==> config.mk <==
export PLATFORM = sky130hd
export DESIGN_NAME = clock_display_scan
export DESIGN_NICKNAME = d
export VERILOG_FILES = /design/src/rtl/clock_display_scan.sv
export SDC_FILE = /design/constraint.sdc
export NUM_CORES = 1
export LEC_CHECK = 0
export BUFFER_PORTS_ARGS = -buffer_cell sky130_fd_sc_hd__clkbuf_2
export CAP_MARGIN = 0
export CORE_ASPECT_RATIO = 1.75
export CORE_UTILIZATION = 26
export DETAILED_ROUTE_END_ITERATION = 7
export GPL_TIMING_DRIVEN = 1
export SLEW_MARGIN = 20
export SYNTH_ARGS = -nofsm -noshare
export SYNTH_HDL_FRONTEND = slang
export SYNTH_SLANG_ARGS = --single-unit
==> constraint.sdc <==
create_clock -name i_clk -period 6.5 [get_ports i_clk]
set_clock_uncertainty 0.05 [all_clocks]
set_input_delay 0 -clock i_clk [delete_from_list [all_inputs] [get_ports i_clk]]
set_output_delay 0 -clock i_clk [all_outputs]
set_load 0.01 [all_outputs]
==> src/rtl/clock_display_scan.sv <==
`timescale 1ns/1ps
// Six-digit multiplexed 7-segment scanner for the HH:MM:SS BCD chain.
// Time is snapshotted once per frame; each digit slot opens with dead time.
module clock_display_scan #(
    parameter int SCAN_DIV     = 1000,
    parameter int BLANK_CYCLES = 16
) (
    input  logic       i_clk,
    input  logic       i_rst_n,
    input  logic       i_en,
    input  logic [7:0] i_bcd_hours,
    input  logic [7:0] i_bcd_minutes,
    input  logic [7:0] i_bcd_seconds,
    input  logic       i_blank_lz,
    input  logic       i_sep,
    output logic [6:0] o_seg,
    output logic       o_dp,
    output logic [5:0] o_dig_sel,
    output logic       o_frame
);

    localparam int CW = (SCAN_DIV > 2) ? $clog2(SCAN_DIV) : 1;
    localparam logic [CW-1:0] DIV_LAST = CW'(SCAN_DIV - 1);
    localparam logic [CW-1:0] BLANK    = CW'(BLANK_CYCLES);

    logic [CW-1:0] div_cnt;
    logic [2:0]    slot;
    logic [23:0]   snapshot;

    logic [3:0] digit;
    logic       capture;
    logic       show;
    logic       lz_dark;
    logic       sep_slot;

    function automatic logic [6:0] decode(input logic [3:0] d);
        logic [6:0] s;
        case (d)
            4'd0:    s = 7'h3F;
            4'd1:    s = 7'h06;
            4'd2:    s = 7'h5B;
            4'd3:    s = 7'h4F;
            4'd4:    s = 7'h66;
            4'd5:    s = 7'h6D;
            4'd6:    s = 7'h7D;
            4'd7:    s = 7'h07;
            4'd8:    s = 7'h7F;
            4'd9:    s = 7'h6F;
            default: s = 7'h40;
        endcase
        return s;
    endfunction

    always_comb begin
        digit = 4'h0;
        unique case (slot)
            3'd0:    digit = snapshot[23:20];
            3'd1:    digit = snapshot[19:16];
            3'd2:    digit = snapshot[15:12];
            3'd3:    digit = snapshot[11:8];
            3'd4:    digit = snapshot[7:4];
            3'd5:    digit = snapshot[3:0];
            default: digit = 4'h0;
        endcase
    end

    assign capture  = i_en && (div_cnt == '0) && (slot == 3'd0);
    assign show     = i_en && (div_cnt >= BLANK);
    assign lz_dark  = i_blank_lz && (slot == 3'd0) && (digit == 4'h0);
    assign sep_slot = (slot == 3'd1) || (slot == 3'd3);

    // Capture edge always falls in dead time, so stale snapshot is never shown.
    always_ff @(posedge i_clk or negedge i_rst_n) begin
        if (!i_rst_n) begin
            div_cnt   <= '0;
            slot      <= 3'd0;
            snapshot  <= 24'h0;
            o_seg     <= 7'h00;
            o_dp      <= 1'b0;
            o_dig_sel <= 6'h00;
            o_frame   <= 1'b0;
        end else begin
            o_frame <= capture;
            if (capture) begin
                snapshot <= {i_bcd_hours, i_bcd_minutes, i_bcd_seconds};
            end
            if (i_en) begin
                if (div_cnt == DIV_LAST) begin
                    div_cnt <= '0;
                    slot    <= (slot == 3'd5) ? 3'd0 : slot + 3'd1;
                end else begin
                    div_cnt <= div_cnt + 1'b1;
                end
            end
            if (show) begin
                o_dig_sel <= 6'b000001 << slot;
                o_seg     <= lz_dark ? 7'h00 : decode(digit);
                o_dp      <= i_sep && sep_slot;
            end else begin
                o_dig_sel <= 6'h00;
                o_seg     <= 7'h00;
                o_dp      <= 1'b0;
            end
        end
    end

endmodule
==> reports/summary.txt <==
FLOORPLANNING
------------------------------------------------------------------------------------------------------
Area of the placeable core                                                                   9910 um^2
Starting utilization of the core area                                                            0.268
Chip Height                                                                                     136 um
Die width                                                                                      78.5 um
Boundary pin count                                                                                  44
Die Footprint                                                                               10700 um^2
Count of standard-cell rows                                                                         48

CLOCKING
------------------------------------------------------------------------------------------------------
Total clock sinks                                                                                   52
Max Buffers Root-to-Sink                                                                             2
Latest clock arrival within the worst-skew pair                                                0.29 ns
Root Driver                                                                               sky130_fd_sc_hd__clkbuf_16
Clock transition at the register clock pins on the worst setup and hold paths after CTS        0.07 ns
Clock tree from TritonCTS                                                                          yes
Cts bufs inserted                                                                                    5
Setup Buffers After CTS                                                                              0
Depth of the CTS H-tree                                                                              2

ROUTING
------------------------------------------------------------------------------------------------------
Total number of vias                                                                              1908
DR WL/cell                                                                                     13.9 um
Number of nets with antenna violations after detailed routing                                        0
Number of optimization iterations in the first detailed-route pass                                   4
Residual DRC count                                                                                   0
Vias per inst                                                                                     4.59
First-iteration detailed-routing DRC count                                                          98
DRT Wirelength                                                                                 5.79 mm

LAYOUT
------------------------------------------------------------------------------------------------------
Share of layout cells above drive strength 1                                                     0.289
Number of nets in the final layout                                                                 328
Most frequent cells in the layout                                                         52 x sky130_fd_sc_hd__dfrtp_1, 43 x sky130_fd_sc_hd__clkbuf_2, 26 x sky130_fd_sc_hd__dlygate4sd3_1
Count of fill cells added during filler insertion                                                 1005
Number of antenna cells inserted                                                                     0
Synth-to-Final Area Change                                                                       27.9%
Most common cell after layout, fill and taps aside                                        sky130_fd_sc_hd__dfrtp_1

GLOBAL ROUTING
------------------------------------------------------------------------------------------------------
Antenna violations before repair                                                                     0
Vias in the first global route                                                                    1971
Sum of overflow across all layers after global routing                                               0
Maximum number of pins on one net before global-route repair                                        53
Combined global-route utilization of all metal layers                                            0.120
Global-route wire length before repair                                                         9.72 mm

WORST SETUP PATH
------------------------------------------------------------------------------------------------------
Destination of the worst register-to-register timing path                                 o_seg[4]$_DFF_PN0_
Crit Path Category                                                                        register to register
Arr. time, crit path                                                                           3.23 ns
Reg-to-reg critical path startpoint                                                       slot[2]$_DFFE_PN0P_
Critical Path Source                                                                      slot[2]$_DFFE_PN0P_
Timing endpoint of the critical path                                                      o_seg[4]$_DFF_PN0_
Number of cells on the worst reg-to-reg path                                                         9
Critical path endpoint category                                                               register
CP startpoint kind                                                                            register
Critical path data required time                                                               6.61 ns
Peak fanout along the critical path                                                                 15
Reg-to-reg slack, setup                                                                        3.38 ns

SYNTH
------------------------------------------------------------------------------------------------------
Compound-gate portion of the synthesized area                                                    0.115
Number of enable-type register cells in the synthesized netlist                                      0
Mapped Nets                                                                                        257
Share of cell area taken by muxes after synthesis                                                0.155
Main combinational cell family by area after synthesis                                    multiplexers
Number of distinct library cells after synthesis                                                    52
Post-synthesis average cell area                                                             12.1 um^2
Post-synthesis cell type with the largest combined area                                   sky130_fd_sc_hd__dfrtp_1
Commonest register cell after synthesis                                                   sky130_fd_sc_hd__dfrtp_1
Yosys warning total                                                                                  0
Mapped cell area                                                                             2660 um^2
Ys async rst share                                                                                1.00
Top-area cell type share of the netlist area                                                     0.489
Synthesized-area fraction occupied by adder cells                                               0.0423
Gate count after technology mapping                                                                219
Sequential-to-total area share from yosys stat                                                   0.489
FF+latch count, synth                                                                               52
Simple-gate share of the synthesized area                                                        0.141
Synthesized-area fraction occupied by xor and xnor cells                                        0.0165
Leading cell types by total area after synthesis                                          sky130_fd_sc_hd__dfrtp_1 49%, sky130_fd_sc_hd__mux2_4 11%, sky130_fd_sc_hd__ha_1 4.2%

POWER
------------------------------------------------------------------------------------------------------
Leakage power of the design                                                                    1.70 nW
Post-layout power                                                                              1.12 mW
IR Drop Worst-Case VDD                                                                          140 uV
Cell Pwr Density                                                                           328 nW/um^2

STA
------------------------------------------------------------------------------------------------------
Setup repair after global routing missed its margin                                              false
Rel. slew slack                                                                                  0.555
Crit share post-route                                                                            0.479
Final-report hold violation count                                                                    0
Achievable Freq                                                                                321 MHz
Time the final worst path needs with I/O delays and setup                                      3.12 ns
Total count of max-transition violations in the final report                                         0
Number of endpoints failing setup at the final stage                                                 0
Transition at the pin with the smallest max-transition slack                                  0.663 ns
Final setup margin                                                                             3.38 ns
Fin Setup TNS                                                                                     0 ns

PLACE
------------------------------------------------------------------------------------------------------
Worst Setup Slack post-DPL                                                                     3.42 ns
Post-DP HPWL                                                                                   4.42 mm
Placer Congestion                                                                                0.831
Number of buffer cells added on primary ports                                                       43

HOLD PATH
------------------------------------------------------------------------------------------------------
Class of the tightest hold or removal check                                               input pin to register
Min-delay src                                                                                     i_en

OUTCOME
------------------------------------------------------------------------------------------------------
Run status                                                                                   completed

FLOW RUN
------------------------------------------------------------------------------------------------------
Maxcap violations                                                                                    0

-- cell families (layout without fill, tap and decap cells) --
family | count (synthesis) | in the layout
fa+ha+maj | 9 | 9
compound gates | 41 | 41
simple gates | 63 | 63
xor+xnor | 5 | 5
mux | 31 | 31
buf+inv | 18 | 90
flops | 52 | 52
-- cell type report --
cell class / count / area, um^2 / area share
multi-input combinational: 149 / 1250 / 0.367
inverter: 11 / 41.3 / 0.0121
clock buffer: 6 / 129 / 0.0379
sequential: 52 / 1300 / 0.382
timing repair buffer: 71 / 490 / 0.144
tap: 125 / 156 / 0.0460
clock inverter: 2 / 35.0 / 0.0103
-- cell usage after synthesis, drive strengths merged (3+ instances only) --
cell type / instances
ha: 9
o21a: 4
nand2: 10
buf: 7
nand3b: 3
mux2i: 7
a21o: 5
nor2: 12
o21ai: 11
a21oi: 5
nand3: 4
o211ai: 3
nand4: 6
inv: 11
dfrtp: 52
mux2: 24
or2: 3
nor3: 6
and2: 3
xor2: 3
nand2b: 6
-- state kept, by name, indices dropped and copies added, names as in the netlist --
register	count
slot	3
div_cnt	10
o_seg	7
o_dp	1
o_dig_sel	6
o_frame	1
snapshot	24
-- worst max-delay path: stages (launching register included) --
cell and delay (ns):
sky130_fd_sc_hd__dfrtp_1 0.69, sky130_fd_sc_hd__inv_2 0.13, sky130_fd_sc_hd__ha_1 0.30, sky130_fd_sc_hd__a22o_1 0.23, sky130_fd_sc_hd__a211oi_1 0.53, sky130_fd_sc_hd__ha_1 0.31
sky130_fd_sc_hd__nand4_1 0.22, sky130_fd_sc_hd__o31a_1 0.33, sky130_fd_sc_hd__nand4_1 0.12, sky130_fd_sc_hd__o31ai_2 0.08
-- timing repair --
action / in CTS / in global routing
resized for setup: 0 / 0
hold buffers: 26 / 0
hold endpoints to repair: 77 / 0
-- routing by layer --
metal	up-vias	GRT usage	wire, um
li1	921	-	-
met1	928	0.129	2290
met2	42	0.213	3030
met3	17	0.0189	162
met4	0	0.0802	297
met5	-	0	0
-- report_power, final --
| group | total [mW] | internal (mW) | switching (mW) |
|---|---|---|---|
| registers | 0.492 | 0.418 | 0.0739 |
| logic | 0.333 | 0.182 | 0.151 |
| clock network | 0.292 | 0.181 | 0.111 |
-- stage by stage --
stage	area, um^2	util	hold WS (ns)	cells
after floorplan	2660	-	-0.346	219
after global placement	2980	0.301	0.103	382
after detailed placement	2980	0.301	0.114	382
after CTS	3400	0.343	0.0152	416
after global routing	3400	0.343	0.0510	416
final	3400	0.343	0.0147	416
-- worst min path at each step --
stage / depth (start not counted) / end / slack [ns]
2_1_floorplan: 0 / div_cnt[0]$_DFFE_PN0P_ / -0.35
3_5_place_dp: 2 / o_frame$_DFF_PN0_ / 0.11
4_1_cts: 2 / div_cnt[0]$_DFFE_PN0P_ / 0.02
3_3_place_gp: 2 / o_frame$_DFF_PN0_ / 0.10
5_1_grt: 2 / div_cnt[0]$_DFFE_PN0P_ / 0.05
6_report: 2 / div_cnt[0]$_DFFE_PN0P_ / 0.01
(Power assumes the default switching activity.)
